$ cat src/rtl/mmio_uart_tx.sv
// Memory-mapped 8N1 UART transmitter: CPU stores bytes into a small FIFO,
// a four-state FSM serialises them LSB first on a registered tx line.
module mmio_uart_tx #(
    parameter int          CLKS_PER_BIT = 104,
    parameter int          FIFO_DEPTH   = 8,
    parameter logic [31:0] DATA_ADDR    = 32'hFFFF_FC70,
    parameter logic [31:0] STATUS_ADDR  = 32'hFFFF_FC74
) (
    input  logic        clk,
    input  logic        rst,
    input  logic        io_we,
    input  logic [31:0] io_addr,
    input  logic [31:0] io_write_data,
    output logic [31:0] io_read_data,
    output logic        tx
);

    localparam int PW = (FIFO_DEPTH > 1) ? $clog2(FIFO_DEPTH) : 1;
    localparam int CW = PW + 1;
    localparam int BW = (CLKS_PER_BIT > 1) ? $clog2(CLKS_PER_BIT) : 1;

    typedef enum logic [1:0] {
        IDLE  = 2'd0,
        START = 2'd1,
        DATA  = 2'd2,
        STOP  = 2'd3
    } state_t;

    // Handshake: the CPU side has no ready; a store at DATA_ADDR is taken
    // when the FIFO has room (or a pop frees a slot that cycle), else dropped
    // and flagged in the sticky overflow bit.
    logic [7:0]    mem [FIFO_DEPTH];
    logic [PW-1:0] wr_ptr;
    logic [PW-1:0] rd_ptr;
    logic [CW-1:0] count;
    logic          overflow;

    state_t        state_q, state_d;
    logic [BW-1:0] baud_q, baud_d;
    logic [2:0]    bit_q, bit_d;
    logic [7:0]    sh_q, sh_d;
    logic          tx_q, tx_d;

    logic empty, full, busy, baud_end;
    logic push_req, push, pop, drop, clr_ovf;
    logic unused_bits;

    assign empty    = (count == '0);
    assign full     = (count == CW'(FIFO_DEPTH));
    assign busy     = (state_q != IDLE);
    assign baud_end = (baud_q == BW'(CLKS_PER_BIT - 1));

    assign push_req = io_we && (io_addr == DATA_ADDR);
    assign push     = push_req && (!full || pop);
    assign drop     = push_req && full && !pop;
    assign clr_ovf  = io_we && (io_addr == STATUS_ADDR) && io_write_data[3];

    assign unused_bits = ^io_write_data[31:8];

    always_comb begin
        io_read_data = 32'b0;
        if (io_addr == STATUS_ADDR) begin
            io_read_data[3:0] = {overflow, busy, full, empty};
        end
    end

    always_comb begin
        state_d = state_q;
        baud_d  = baud_q;
        bit_d   = bit_q;
        sh_d    = sh_q;
        pop     = 1'b0;
        case (state_q)
            IDLE: begin
                baud_d = '0;
                bit_d  = '0;
                if (!empty) begin
                    pop     = 1'b1;
                    sh_d    = mem[rd_ptr];
                    state_d = START;
                end
            end
            START: begin
                if (baud_end) begin
                    baud_d  = '0;
                    bit_d   = '0;
                    state_d = DATA;
                end else begin
                    baud_d = baud_q + BW'(1);
                end
            end
            DATA: begin
                if (baud_end) begin
                    baud_d = '0;
                    sh_d   = {1'b0, sh_q[7:1]};
                    if (bit_q == 3'd7) begin
                        bit_d   = '0;
                        state_d = STOP;
                    end else begin
                        bit_d = bit_q + 3'd1;
                    end
                end else begin
                    baud_d = baud_q + BW'(1);
                end
            end
            STOP: begin
                if (baud_end) begin
                    baud_d = '0;
                    // Chain straight into the next start bit when data waits.
                    if (!empty) begin
                        pop     = 1'b1;
                        sh_d    = mem[rd_ptr];
                        state_d = START;
                    end else begin
                        state_d = IDLE;
                    end
                end else begin
                    baud_d = baud_q + BW'(1);
                end
            end
            default: state_d = IDLE;
        endcase

        case (state_d)
            START:   tx_d = 1'b0;
            DATA:    tx_d = sh_d[0];
            default: tx_d = 1'b1;
        endcase
    end

    always_ff @(posedge clk) begin
        if (rst) begin
            state_q <= IDLE;
            baud_q  <= '0;
            bit_q   <= '0;
            sh_q    <= '0;
            tx_q    <= 1'b1;
        end else begin
            state_q <= state_d;
            baud_q  <= baud_d;
            bit_q   <= bit_d;
            sh_q    <= sh_d;
            tx_q    <= tx_d;
        end
    end

    always_ff @(posedge clk) begin
        if (push) begin
            mem[wr_ptr] <= io_write_data[7:0];
        end
    end

    always_ff @(posedge clk) begin
        if (rst) begin
            wr_ptr   <= '0;
            rd_ptr   <= '0;
            count    <= '0;
            overflow <= 1'b0;
        end else begin
            if (push) wr_ptr <= wr_ptr + PW'(1);
            if (pop)  rd_ptr <= rd_ptr + PW'(1);
            case ({push, pop})
                2'b10:   count <= count + CW'(1);
                2'b01:   count <= count - CW'(1);
                default: count <= count;
            endcase
            // A drop in the same cycle as a clear leaves the flag set.
            if (drop)         overflow <= 1'b1;
            else if (clr_ovf) overflow <= 1'b0;
        end
    end

    assign tx = tx_q;

endmodule
$ cat config.mk
export PLATFORM = sky130hd
export DESIGN_NAME = mmio_uart_tx
export DESIGN_NICKNAME = d
export VERILOG_FILES = /design/src/rtl/mmio_uart_tx.sv
export SDC_FILE = /design/constraint.sdc
export NUM_CORES = 1
export LEC_CHECK = 0
export CORE_MARGIN = 10
export CORE_UTILIZATION = 47
export CTS_BUF_LIST = sky130_fd_sc_hd__clkbuf_2 sky130_fd_sc_hd__clkbuf_4 sky130_fd_sc_hd__clkbuf_8
export DETAILED_ROUTE_END_ITERATION = 6
export PLACE_DENSITY_LB_ADDON = 0.05
export RECOVER_POWER = 50
export SYNTH_ARGS = -nofsm -noshare
export SYNTH_HDL_FRONTEND = slang
export SYNTH_SLANG_ARGS = --single-unit
$ cat constraint.sdc
create_clock -name clk -period 3.9 [get_ports clk]
set_input_delay 1.17 -clock clk [delete_from_list [all_inputs] [get_ports clk]]
set_output_delay 1.17 -clock clk [all_outputs]
set_load 0.02 [all_outputs]
==> flow_summary.ini, run 1 <==
[status]
status = finished clean

[clocking]
clkLatencyLatePin_ns = 0.36
htree_levels = 3
cts_buffers = 9
clockBufferDepth = 2
cts_setup_buffers = 0
root_buffer = clkbuf_8
clk_pin_slew_worst_paths_ns = 0.10
clock-sinks = 99
cts_tree = built

[logic_synthesis]
ys_ff_latch = 99
synth_area_um2 = 4620
synth-edff-count = 64
synth_cell_types = 58
yosysWarnings = 0
postSynthAreaPerCell_um2 = 12.7
ys_seq_area_share_pct = 56.7
synth_ff_type = edfxtp_1
synthCells = 363
async_flop_share_pct = 0

[placement]
hpwl_um = 6710
placed_cell_area_um2 = 5240
dp_slack_ns = -0.737
place_congestion = 0.793
portBuffers = 47

[sta]
hold_ws_ns = 0.452
period_needed_ns = 3.79
skew_ns = 0.0110
tightest_slew_ns = 1.25
fin_crit_sh_pct = 97.2
hold_viol = 0
finalSetupViolations = 0
max_freq_ghz = 0.264
rsz0062_at_grt = false
tns_ns = 0
maxSlewHeadroom_pct = 16.9
slew_viol_final = 0
final.setup.worst_slack_ns = 0.111

[detailed_routing]
drt_wl_total_um = 9490
drt_first_iter_violations = 172
dr.pass1.iters = 4
num_vias = 2896
viasPerCell = 5.15
wl_per_cell_um = 16.9
post-route-drc-count = 0
route.antenna.remaining_nets = 0

[global_routing]
gr-usage-all-layers_pct = 13.5
grt_overflow = 0
grt_pass1_vias = 2945
grt_max_degree = 31
antenna_found_initial = 0
grt_pass1_wl_um = 15300

[critical_path]
critPathTopFamily = simple AND/OR/NAND/NOR gates
worstPathRequired_ns = 2.73
crit_path_max_fanout = 5
endpoint_kind = primary output
path_class = input pin to primary output
crit_buf_inv = 2
critPathLaunchType = input pin
cp_slowest_cell = or4_4
cp.arrival_ns = 2.62
max_stage_delay_ns = 0.52
crit_chain = clkdlybuf4s15_1 > or4_4 > nor4_4 > nand3_2 > nor2_1 > buf_4

[die]
initial_core_util_pct = 47.7
rows = 36
die_w_um = 119
io_pins = 100
dieHeight_um = 119
fp.coreArea_um2 = 9680
die-area_um2 = 14200

[run]
cap_violations = 0

[hold_path]
min_path_type = register to register

[final_layout]
stdcell_area_um2 = 5450
syn2layout_area_growth_pct = 17.9
antennaDiodeCount = 0
fin_nets = 504
drive_above_1_share_pct = 15.2

[pwr]
powerDensity_nw_per_um2 = 468
power.total_mw = 2.55
leakage_nw = 1.92
ir_drop_uv = 261
## metal layers
| layer | vias up | global-route usage (%) | routed length (um) |
|---|---|---|---|
| li1 | 1437 | - | - |
| met1 | 1415 | 16.0 | 4130 |
| met2 | 40 | 23.6 | 4980 |
| met3 | 4 | 3.68 | 319 |
| met4 | 0 | 3.44 | 68 |
| met5 | - | 0 | 0 |
## per-stage QoR
step / instances / util, %
after floorplan: 390 / -
after global placement: 546 / 54.1
after detailed placement: 546 / 54.1
after CTS: 562 / 56.2
after global routing: 562 / 56.3
final: 562 / 56.3
## timing repair
item,4_1_cts,5_1_grt
setup endpoints to repair,5,5
cloned,0,0
hold buffers,0,0
gates resized for setup,25,7
pin swaps,5,5
## where the power goes
part | total (mW) | switching, mW | internal, mW
registers | 1.22 | 0.0441 | 1.18
logic | 0.671 | 0.371 | 0.300
clock network | 0.659 | 0.401 | 0.258
## synth_stat cells, types with 9 or more instances
library cell	number	share of area, %
edfxtp_1	64	42
dfxtp_1	35	15
nor2_1	32	2.6
buf_4	28	4.5
mux4_2	15	7.3
nand2_1	15	1.2
nand3_1	13	1.4
ha_1	12	3.2
a21oi_1	11	1.2
clkbuf_1	11	0.89
inv_1	11	0.89
mux2i_1	10	2.2
nor3_1	9	0.97
## cell usage in the layout (no fill, tap or decap), drive strengths merged, types with 9 or more instances in the layout
| master | Yosys | routed |
|---|---|---|
| ha | 12 | 12 |
| dfxtp | 35 | 35 |
| clkbuf | 11 | 11 |
| mux4 | 15 | 15 |
| mux2i | 10 | 10 |
| a21oi | 11 | 11 |
| conb | 1 | 28 |
| nand2 | 15 | 15 |
| nor2 | 32 | 32 |
| nor3 | 9 | 9 |
| dlygate4sd3 | 0 | 9 |
| clkdlybuf4s50 | 0 | 28 |
| inv | 11 | 14 |
| buf | 32 | 22 |
| edfxtp | 64 | 64 |
| nand3 | 13 | 13 |
## final timing paths
check | from | to | slack (ns) | cells after the start
hold / removal | baud_q[0]$_SDFF_PP0_ | baud_q[0]$_SDFF_PP0_ | 0.45 | 1
hold reg to reg | baud_q[0]$_SDFF_PP0_ | baud_q[0]$_SDFF_PP0_ | 0.45 | 1
setup / recovery | io_addr[0] | io_read_data[1] | 0.11 | 6
setup reg to reg | baud_q[0]$_SDFF_PP0_ | count[3]$_SDFFE_PP0P_ | 0.91 | 12
## state kept, by name, summed over array words and instances (netlist names), named ones only
signal / count
sh_q: 8
bit_q: 3
wr_ptr: 3
baud_q: 7
mem: 64
overflow: 1
tx: 1
state_q: 2
rd_ptr: 3
count: 4
## cell type report
type                       instances  area (um^2)
clock inverter                     7         86.3
tap                              133          166
sequential                        99         2620
multi-input combinational        237         1810
clock buffer                       9          124
timing repair buffer              66          601
inverter                          11         41.3
fill                             833         4230
## worst register-to-register path, cell delays in order (launching register included)
cell and delay (ns):
dfxtp_1 0.36, ha_1 0.20, and3_1 0.30, a31oi_1 0.19, nor2_1 0.36, nand2_1 0.12
inv_1 0.10, ha_1 0.22, a21o_1 0.17, a21oi_1 0.23, nand3_1 0.11, mux2i_1 0.19
mux2_1 0.33
## kinds of logic after synthesis
kind of cell | count (synthesis) | synth area share (%)
other cells | 1 | 0.0811
mux | 28 | 10.2
simple gates | 112 | 13.3
compound gates | 47 | 7.42
fa+ha+maj | 13 | 3.68
xor+xnor | 9 | 1.70
buf+inv | 54 | 6.87
flops | 99 | 56.7
Power figures use the tool's default switching activity.
==> inputs of run 2 (changes only) <==
--- a/config.mk
+++ b/config.mk
@@ -8,6 +8,7 @@
 export CORE_MARGIN = 10
 export CORE_UTILIZATION = 47
 export CTS_BUF_LIST = sky130_fd_sc_hd__clkbuf_2 sky130_fd_sc_hd__clkbuf_4 sky130_fd_sc_hd__clkbuf_8
+export CTS_CLUSTER_DIAMETER = 60
 export DETAILED_ROUTE_END_ITERATION = 6
 export PLACE_DENSITY_LB_ADDON = 0.05
 export RECOVER_POWER = 50
==> results of run 2 <==
Same layout as run 1: the final DEF is identical, and so are final timing and power.
